## config.mk

```make
export PLATFORM = sky130hd
export DESIGN_NAME = pipeline_controller
export DESIGN_NICKNAME = d
export VERILOG_FILES = /design/src/rtl/pipeline_controller_pkg.sv /design/src/rtl/pipeline_controller_forward_unit.sv /design/src/rtl/pipeline_controller.sv
export SDC_FILE = /design/constraint.sdc
export NUM_CORES = 1
export LEC_CHECK = 0
export CAP_MARGIN = 30
export CORE_ASPECT_RATIO = 1.25
export CORE_MARGIN = 2
export CORE_UTILIZATION = 62
export CTS_BUF_LIST = sky130_fd_sc_hd__clkbuf_8 sky130_fd_sc_hd__clkbuf_16
export CTS_CLUSTER_SIZE = 12
export DETAILED_ROUTE_END_ITERATION = 8
export DONT_BUFFER_PORTS = 1
export GPL_TIMING_DRIVEN = 0
export HOLD_SLACK_MARGIN = 0.03
export PLACE_DENSITY = 0.86
export SYNTH_ARGS = -nofsm -noshare
export SYNTH_HDL_FRONTEND = slang
export SYNTH_SLANG_ARGS = --single-unit
```

## constraint.sdc

```tcl
create_clock -name clock -period 2.2 [get_ports clock]
set_input_delay 0.44 -clock clock [delete_from_list [all_inputs] [get_ports clock]]
set_output_delay 0.44 -clock clock [all_outputs]
set_load 0.02 [all_outputs]
```

## src/rtl/pipeline_controller_pkg.sv

```systemverilog
// Shared definitions for the pipelined controller: opcode map, control-word
// bit positions and forwarding-select encodings.
package pipeline_controller_pkg;

  typedef enum logic [3:0] {
    OP_ADD   = 4'h0,
    OP_SUB   = 4'h1,
    OP_MUL   = 4'h2,
    OP_DIV   = 4'h3,
    OP_AND   = 4'h4,
    OP_OR    = 4'h5,
    OP_XOR   = 4'h6,
    OP_NOT   = 4'h7,
    OP_LOAD  = 4'h8,
    OP_STORE = 4'h9,
    OP_BEQ   = 4'hA,
    OP_JMP   = 4'hB,
    OP_RSV_C = 4'hC,
    OP_RSV_D = 4'hD,
    OP_RSV_E = 4'hE,
    OP_NOP   = 4'hF
  } opcode_e;

  // Bit positions inside the control word carried in ID/EX.
  localparam int CW_REG_WRITE = 0;
  localparam int CW_MEM_READ  = 1;
  localparam int CW_MEM_WRITE = 2;
  localparam int CW_BRANCH    = 3;
  localparam int CW_ILLEGAL   = 4;
  localparam int CW_W         = 5;

  typedef enum logic [1:0] {
    FWD_RF    = 2'b00,
    FWD_EXMEM = 2'b01,
    FWD_MEMWB = 2'b10
  } fwd_e;

endpackage

```

## src/rtl/pipeline_controller_forward_unit.sv

```systemverilog
// Operand forwarding select for one EX source register; the younger
// producer in EX/MEM wins over the older one in MEM/WB.
module forward_unit
  import pipeline_controller_pkg::*;
#(
  parameter int REG_ADDR_W = 4
) (
  input  logic [REG_ADDR_W-1:0] rs,
  input  logic                  exmem_reg_write,
  input  logic [REG_ADDR_W-1:0] exmem_rd,
  input  logic                  memwb_reg_write,
  input  logic [REG_ADDR_W-1:0] memwb_rd,
  output logic [1:0]            fwd
);

  always_comb begin
    fwd = FWD_RF;
    if (exmem_reg_write && (exmem_rd != '0) && (exmem_rd == rs))
      fwd = FWD_EXMEM;
    else if (memwb_reg_write && (memwb_rd != '0) && (memwb_rd == rs))
      fwd = FWD_MEMWB;
  end

endmodule

```

## src/rtl/pipeline_controller.sv

```systemverilog
// Five-stage pipeline controller: ID decode, ID/EX..MEM/WB control registers,
// load-use and multi-cycle DIV hazards, branch flush and operand forwarding.
module pipeline_controller
  import pipeline_controller_pkg::*;
#(
  parameter int OPCODE_W   = 4,
  parameter int REG_ADDR_W = 4,
  parameter int DIV_CYCLES = 4
) (
  input  logic                  clock,
  input  logic                  reset,
  input  logic                  id_valid,
  input  logic [OPCODE_W-1:0]   id_opcode,
  input  logic [REG_ADDR_W-1:0] id_rs1,
  input  logic [REG_ADDR_W-1:0] id_rs2,
  input  logic [REG_ADDR_W-1:0] id_rd,
  input  logic                  branch_taken,
  output logic                  stall,
  output logic                  flush,
  output logic [1:0]            fwd_a,
  output logic [1:0]            fwd_b,
  output logic [OPCODE_W-1:0]   ex_alu_op,
  output logic                  ex_illegal,
  output logic                  div_busy,
  output logic                  mem_mem_read,
  output logic                  mem_mem_write,
  output logic                  wb_reg_write,
  output logic [REG_ADDR_W-1:0] wb_rd
);

  localparam int CNT_W = $clog2(DIV_CYCLES);

  typedef struct packed {
    logic [CW_W-1:0]       ctrl;
    logic [OPCODE_W-1:0]   op;
    logic [REG_ADDR_W-1:0] rs1;
    logic [REG_ADDR_W-1:0] rs2;
    logic [REG_ADDR_W-1:0] rd;
  } id_ex_t;

  typedef struct packed {
    logic                  reg_write;
    logic                  mem_read;
    logic                  mem_write;
    logic [REG_ADDR_W-1:0] rd;
  } ex_mem_t;

  typedef struct packed {
    logic                  reg_write;
    logic [REG_ADDR_W-1:0] rd;
  } mem_wb_t;

  id_ex_t     dec, id_ex, id_ex_d;
  ex_mem_t    ex_mem, ex_mem_d;
  mem_wb_t    mem_wb, mem_wb_d;
  logic [CNT_W-1:0] div_cnt, div_cnt_d;
  logic       load_use, branch_qual;

  // ID decode; an empty ID slot decodes to an all-zero bubble.
  always_comb begin
    // NOTE: every combinational output gets a default first so no path leaves it unassigned (no latch).
    dec = '0;
    if (id_valid) begin
      dec.op  = id_opcode;
      dec.rs1 = id_rs1;
      dec.rs2 = id_rs2;
      dec.rd  = id_rd;
      if (id_opcode <= OPCODE_W'(OP_NOT)) begin
        dec.ctrl[CW_REG_WRITE] = 1'b1;
      end else if (id_opcode == OPCODE_W'(OP_LOAD)) begin
        dec.ctrl[CW_REG_WRITE] = 1'b1;
        dec.ctrl[CW_MEM_READ]  = 1'b1;
      end else if (id_opcode == OPCODE_W'(OP_STORE)) begin
        dec.ctrl[CW_MEM_WRITE] = 1'b1;
      end else if ((id_opcode == OPCODE_W'(OP_BEQ)) || (id_opcode == OPCODE_W'(OP_JMP))) begin
        dec.ctrl[CW_BRANCH] = 1'b1;
      end else if ((id_opcode >= OPCODE_W'(OP_RSV_C)) && (id_opcode <= OPCODE_W'(OP_RSV_E))) begin
        dec.ctrl[CW_ILLEGAL] = 1'b1;
      end
      if (id_rd == '0) dec.ctrl[CW_REG_WRITE] = 1'b0;
    end
  end

  assign div_busy    = (div_cnt != '0);
  assign branch_qual = branch_taken && id_ex.ctrl[CW_BRANCH];
  assign load_use    = id_ex.ctrl[CW_MEM_READ] && (id_ex.rd != '0) && id_valid &&
                       ((id_ex.rd == id_rs1) || (id_ex.rd == id_rs2));
  assign stall       = (load_use && !branch_qual) || div_busy;
  assign flush       = branch_qual;

  // A busy DIV freezes ID/EX; otherwise a hazard or taken branch inserts a bubble.
  always_comb begin
    id_ex_d   = dec;
    div_cnt_d = '0;
    if (div_busy) begin
      id_ex_d   = id_ex;
      div_cnt_d = div_cnt - CNT_W'(1);
    end else if (branch_qual || load_use) begin
      id_ex_d = '0;
    end else if (dec.op == OPCODE_W'(OP_DIV)) begin
      div_cnt_d = CNT_W'(DIV_CYCLES - 1);
    end
  end

  always_comb begin
    ex_mem_d = '0;
    if (!div_busy) begin
      ex_mem_d.reg_write = id_ex.ctrl[CW_REG_WRITE];
      ex_mem_d.mem_read  = id_ex.ctrl[CW_MEM_READ];
      ex_mem_d.mem_write = id_ex.ctrl[CW_MEM_WRITE];
      ex_mem_d.rd        = id_ex.rd;
    end
  end

  always_comb begin
    mem_wb_d.reg_write = ex_mem.reg_write;
    mem_wb_d.rd        = ex_mem.rd;
  end

  always_ff @(posedge clock or negedge reset) begin
    if (!reset) begin
      id_ex   <= '0;
      ex_mem  <= '0;
      mem_wb  <= '0;
      div_cnt <= '0;
    end else begin
      // NOTE: non-blocking so every stage samples its predecessor's pre-edge value.
      id_ex   <= id_ex_d;
      ex_mem  <= ex_mem_d;
      mem_wb  <= mem_wb_d;
      div_cnt <= div_cnt_d;
    end
  end

  forward_unit #(.REG_ADDR_W(REG_ADDR_W)) u_fwd_a (
    .rs              (id_ex.rs1),
    .exmem_reg_write (ex_mem.reg_write),
    .exmem_rd        (ex_mem.rd),
    .memwb_reg_write (mem_wb.reg_write),
    .memwb_rd        (mem_wb.rd),
    .fwd             (fwd_a)
  );

  forward_unit #(.REG_ADDR_W(REG_ADDR_W)) u_fwd_b (
    .rs              (id_ex.rs2),
    .exmem_reg_write (ex_mem.reg_write),
    .exmem_rd        (ex_mem.rd),
    .memwb_reg_write (mem_wb.reg_write),
    .memwb_rd        (mem_wb.rd),
    .fwd             (fwd_b)
  );

  assign ex_alu_op     = id_ex.op;
  assign ex_illegal    = id_ex.ctrl[CW_ILLEGAL];
  assign mem_mem_read  = ex_mem.mem_read;
  assign mem_mem_write = ex_mem.mem_write;
  assign wb_reg_write  = mem_wb.reg_write;
  assign wb_rd         = mem_wb.rd;

endmodule

```

After elaboration in Yosys (flattened, before gate mapping)
Cells that the tools add are included.
{"block": "word_totals", "ff_bits": 35, "out_inout_bits": 19, "wordCells": 69}
{"block": "classes", "addsub": 1, "magnitude_cmp": 3, "n_eq_ne": 11, "muxes": 20, "n_reduce_logical": 22}
{"operator": "two-way mux 21 bit", "n": 2}
{"operator": "equality test 4 bit", "n": 6}
{"operator": "two-way mux 2 bit", "n": 9}
{"operator": "equality test 4 bit, second input constant", "n": 4}
{"operator": "logical AND 1 bit", "n": 12}
{"operator": "nonzero test 4 bit", "n": 3}
{"operator": "two-way mux 7 bit", "n": 1}
{"operator": "two-way mux 1 bit", "n": 6}
{"operator": "equality test 4 x 2 -> 1 bit, second input constant", "n": 1}
{"operator": ">= comparator 4 bit, second input constant", "n": 1}
{"operator": "<= comparator 4 x 3 -> 1 bit, second input constant", "n": 1}
{"operator": "<= comparator 4 bit, second input constant", "n": 1}
{"operator": "logical NOT 4 bit", "n": 1}
{"operator": "logical OR 1 bit", "n": 4}
{"operator": "two-way mux 4 bit", "n": 1}
{"operator": "two-way mux 3 bit", "n": 1}
{"operator": "nonzero test 2 bit", "n": 1}
{"operator": "subtractor 2 x 1 -> 2 bit, second input constant", "n": 1}
{"operator": "logical NOT 1 bit", "n": 1}

Logic depth before layout (Yosys ltp)
{"block": "depth", "word_depth": 12, "ltp_mapped": 6}

Modules after synthesis
From an unflattened synthesis, not the netlist that was laid out.
{"block": "hier_totals", "hier_cells": 182, "hier_area_um2": 1836.8}
{"mod": "pipeline_controller", "instances": 1, "cells_each": 148, "area_each_um2": 1581.5, "seq_area_each_um2": 875.8}
{"mod": "forward_unit", "instances": 2, "cells_each": 17, "area_each_um2": 127.6, "seq_area_each_um2": 0.0}

Worst setup path after synthesis
Ideal clock, no wire load.
{"block": "synth_timing", "path_kind": "register to output", "startpoint": "reg ex_mem[0] (netlist bit)", "endpoint": "out fwd_a[1]", "arrival_time_ps": 1560, "required_ps": 1760, "slack_ps": 200, "stages_incl_launch_ff": 4, "n_path_buf": 0, "path_cell_list": "dfrtp_1 -> o41ai_1 -> nor2_1 -> nor3_1"}
{"block": "synth_via", "elab_chain_cells": 4, "elab_cells_between_ends": 5, "classes_between": "eq/ne (1); mux (1); reduce/logical (3)"}
{"item": "start: declaration", "line_no": "pipeline_controller.sv:54", "rtl": "ex_mem_t ex_mem, ex_mem_d;"}
{"item": "start signal: assignment", "line_no": "pipeline_controller.sv:129", "rtl": "ex_mem <= ex_mem_d;"}
{"item": "nonzero test 4 bit", "line_no": "pipeline_controller_forward_unit.sv:18", "rtl": "if (exmem_reg_write && (exmem_rd != '0) && (exmem_rd == rs))"}
{"item": "logical AND 1 bit", "line_no": "pipeline_controller_forward_unit.sv:18"}
{"item": "logical AND 1 bit (*)", "line_no": "pipeline_controller_forward_unit.sv:18"}
{"item": "two-way mux 2 bit (*)", "line_no": "pipeline_controller_forward_unit.sv:18"}
{"item": "end: declaration", "line_no": "pipeline_controller.sv:20", "rtl": "output logic [1:0] fwd_a,"}
Every way passes the cells marked *; elsewhere a longest branch is shown, timed or not.

Worst setup path after layout
{"block": "layout_timing", "startpoint": "reg id_ex[0] (netlist bit)", "endpoint": "out stall"}
{"block": "layout_via", "elab_chain_cells": 6, "elab_cells_between_ends": 9, "classes_between": "eq/ne (2); reduce/logical (7)"}
{"item": "start: declaration", "line_no": "pipeline_controller.sv:53", "rtl": "id_ex_t dec, id_ex, id_ex_d;"}
{"item": "start signal: assignment", "line_no": "pipeline_controller.sv:128", "rtl": "id_ex <= id_ex_d;"}
{"item": "nonzero test 4 bit", "line_no": "pipeline_controller.sv:86", "rtl": "assign load_use = id_ex.ctrl[CW_MEM_READ] && (id_ex.rd != '0) && id_valid &&"}
{"item": "logical AND 1 bit (2 in series)", "line_no": "pipeline_controller.sv:86"}
{"item": "logical AND 1 bit (*)", "line_no": "pipeline_controller.sv:86"}
{"item": "logical AND 1 bit (*)", "line_no": "pipeline_controller.sv:88", "rtl": "assign stall = (load_use && !branch_qual) || div_busy;"}
{"item": "logical OR 1 bit (*)", "line_no": "pipeline_controller.sv:88"}
{"item": "end: declaration", "line_no": "pipeline_controller.sv:18", "rtl": "output logic stall,"}
Marked as above.

==> reports/summary.txt <==
total gr overflow: 0
Detailed Place HPWL: 2560 um
critical path peak fanout: 6
post-route insts no fill: 218
footprint of the multi-input gates: 830 um^2
final hold vios: 0
port bufs: 0
Setup violations, final: 0
Clk pwr share: 30.9%
syn_nets: 194
Post CTS Setup Buffer Count: 0
Flop pwr share: 54.7%
vias in the first global route: 1366
GP Congestion: 0.800
top_reg_cell synth: dfrtp_1
CP Capture Type: output pin
# diodes: 0
Critical Path RT: 1.76 ns
Placed Instances: 208
Tightest Pin Transition: 0.617 ns
Yosys reg bits: 35
Mapped Area: 1760 um^2
Core Region: 2680 um^2
Setup TNS: 0 ns
1st-pass router iterations: 4
commonest non-fill, non-tap cell in the layout: nand2_1
LEAKAGE: 0.849 nW
Die Area: 3280 um^2
Avg Cell Area, Syn: 10.1 um^2
remaining antenna violation count: 0
power density over the cells: 701 nW/um^2
Critical Path Slowest Stage Cell: or4_1
Net Switching: 0.379 mW
status: finished, final reports clean
worst-path cell chain: or4_1 -> nand3_1 -> a21oi_2 -> a21o_1
Slew HR: 58.4%
Setup Skew: 0.00323 ns
Initial Utilization: 65.6%
first-pass GRT wire length: 6020 um
drt initial violations: 20
Layout area overhead: 11.2%
io pins: 39
Max VDD drop: 600 uV
DR vias: 1279
register area share after synthesis: 49.8%
Rows: 21
most frequent cells in the layout: 39 x nand2_1, 35 x dfrtp_1, 24 x xnor2_1
synth unique cells: 26
hold crit path type: in -> reg
post-DR vias/cell: 5.87
sw frac: 27.6%
total chip power: 1.37 mW
Die H: 63.6 um
clk_lat worst skew: 0.28 ns
largest net degree at the start of global routing: 36
WL/cell: 16.1 um
kind of critical path: reg -> out
Buf/Inv on CP: 0
clock-pin slew on the worst setup and hold paths: 0.06 ns
CP top delay family: simple AND/OR/NAND/NOR gates
Die Wd: 51.6 um
EDFF count, synth: 0
Comb pwr share: 14.4%
DRC errors left: 0
max-cap viol count: 0
Place WS: 0.0805 ns
Routed WL: 3500 um
gr usage total: 25.6%
worst hold slack: 0.282 ns
critical path arrival: 1.71 ns
share of layout cells above drive strength 1: 23.9%
Final #Nets: 203
crit path launch type: flop
Cells after Synth: 174
Fmax: 465 MHz
CTS root buf: clkbuf_8
Longest Clk Path Bufs: 2
max incr delay on CP: 0.54 ns
H-tree levels: 2
initial antenna violation count: 0
Clock Sinks: 35
crit path time final: 2.15 ns
fillcell total: 211
Final Max Slew Viols: 0
YS warnings: 0
clock tree from TritonCTS: done
total CTS buffers: 5
FF/Latch Area: 876 um^2
final setup margin: 0.0495 ns
RSZ-0062 raised after global routing: yes
fraction of registers with async set/reset: 100%
P_int: 0.992 mW
crit share post-route: 97.8%
==> state kept, by name (all words and copies together) (netlist names) <==
register / count
ex_alu_op: 4
mem_mem_read: 1
wb_reg_write: 1
mem_mem_write: 1
wb_rd: 4
ex_illegal: 1
id_ex: 16
ex_mem: 5
div_cnt: 2
==> worst paths after layout <==
kind	from	end	slack, ns	depth (start not counted)
worst max-delay path	id_ex[0]$_DFFE_PN0N_	stall	0.05	4
worst min-delay path	id_rd[3]	id_ex[3]$_DFFE_PN0N_	0.28	2
worst max register to register	id_ex[0]$_DFFE_PN0N_	id_ex[4]$_DFFE_PN0N_	0.65	5
worst min register to register	ex_mem[6]$_DFF_PN0_	wb_reg_write$_DFF_PN0_	0.41	0
max in group asynchronous	reset	ex_mem[6]$_DFF_PN0_	1.41	2
min in group asynchronous	reset	id_ex[6]$_DFFE_PN0N_	0.61	2
==> timing repair <==
item	CTS	global route
pin swaps	1	0
hold endpoints to repair	35	0
hold buffers	2	0
resized for setup	7	2
endpoints found under the setup margin	3	2
cloned	0	0
==> area by class of cell <==
class	count	share of cell area [%]
buffer	11	4.22
clock buffer	5	3.52
clock inverter	3	0.639
inverter	4	0.767
multi-input combinational	124	42.4
sequential	35	44.8
tap	34	2.17
timing repair buffer	2	1.53
==> worst register-to-register path, cell delays in order (launching register included) <==
cell and delay [ns]:
dfrtp_1 0.43, or4_1 0.54, nand3_1 0.11, a21oi_2 0.08
buf_6 0.18, o21ai_2 0.14
==> Yosys cell counts (3+ instances only) <==
library cell	instances	area, um^2
o21ai_2	19	166
nand2_1	39	146
nand4_1	9	56.3
dfrtp_1	35	876
nor2_1	5	18.8
nand3_1	4	20.0
inv_1	4	15.0
nor3_1	3	15.0
xnor2_1	24	210
and2_1	6	37.5
buf_4	5	37.5
==> through the flow <==
step | util (%) | instance area, um^2
floorplan | - | 1760
global placement | 67.2 | 1800
detailed placement | 67.2 | 1800
CTS | 72.7 | 1950
global route | 73.0 | 1960
finish | 73.0 | 1960
==> cells by family (layout without fill, tap and decap cells) <==
group                  after synthesis  in the layout  share of synthesized area, %
AO/OA/AOI/OAI                       28             28                          13.5
buffers and inverters               15             25                          5.48
AND/OR/NAND/NOR                     72             72                          19.3
XOR/XNOR                            24             24                          11.9
flip-flops                          35             35                          49.8
==> per-layer routing <==
layer  routed length, um  vias up  track usage [%]  share of wire (%)
met4                  87        0             11.2                2.5
met1                1240      620             24.6                 35
met3                 202        8             9.24                5.8
met2                1980       41             47.0                 56
met5                   0        -                0                  0
li1                    -      610                -                  -
==> power groups by stage <==
stage | Sequential, mW | Combinational, mW | Clock [mW]
2_1_floorplan | 0.744 | 0.149 | 0
3_3_place_gp | 0.755 | 0.162 | 0
3_5_place_dp | 0.759 | 0.170 | 0
4_1_cts | 0.749 | 0.197 | 0.437
5_1_grt | 0.756 | 0.222 | 0.457
6_report | 0.750 | 0.198 | 0.423
No activity file was read; power rests on OpenSTA's default activity.
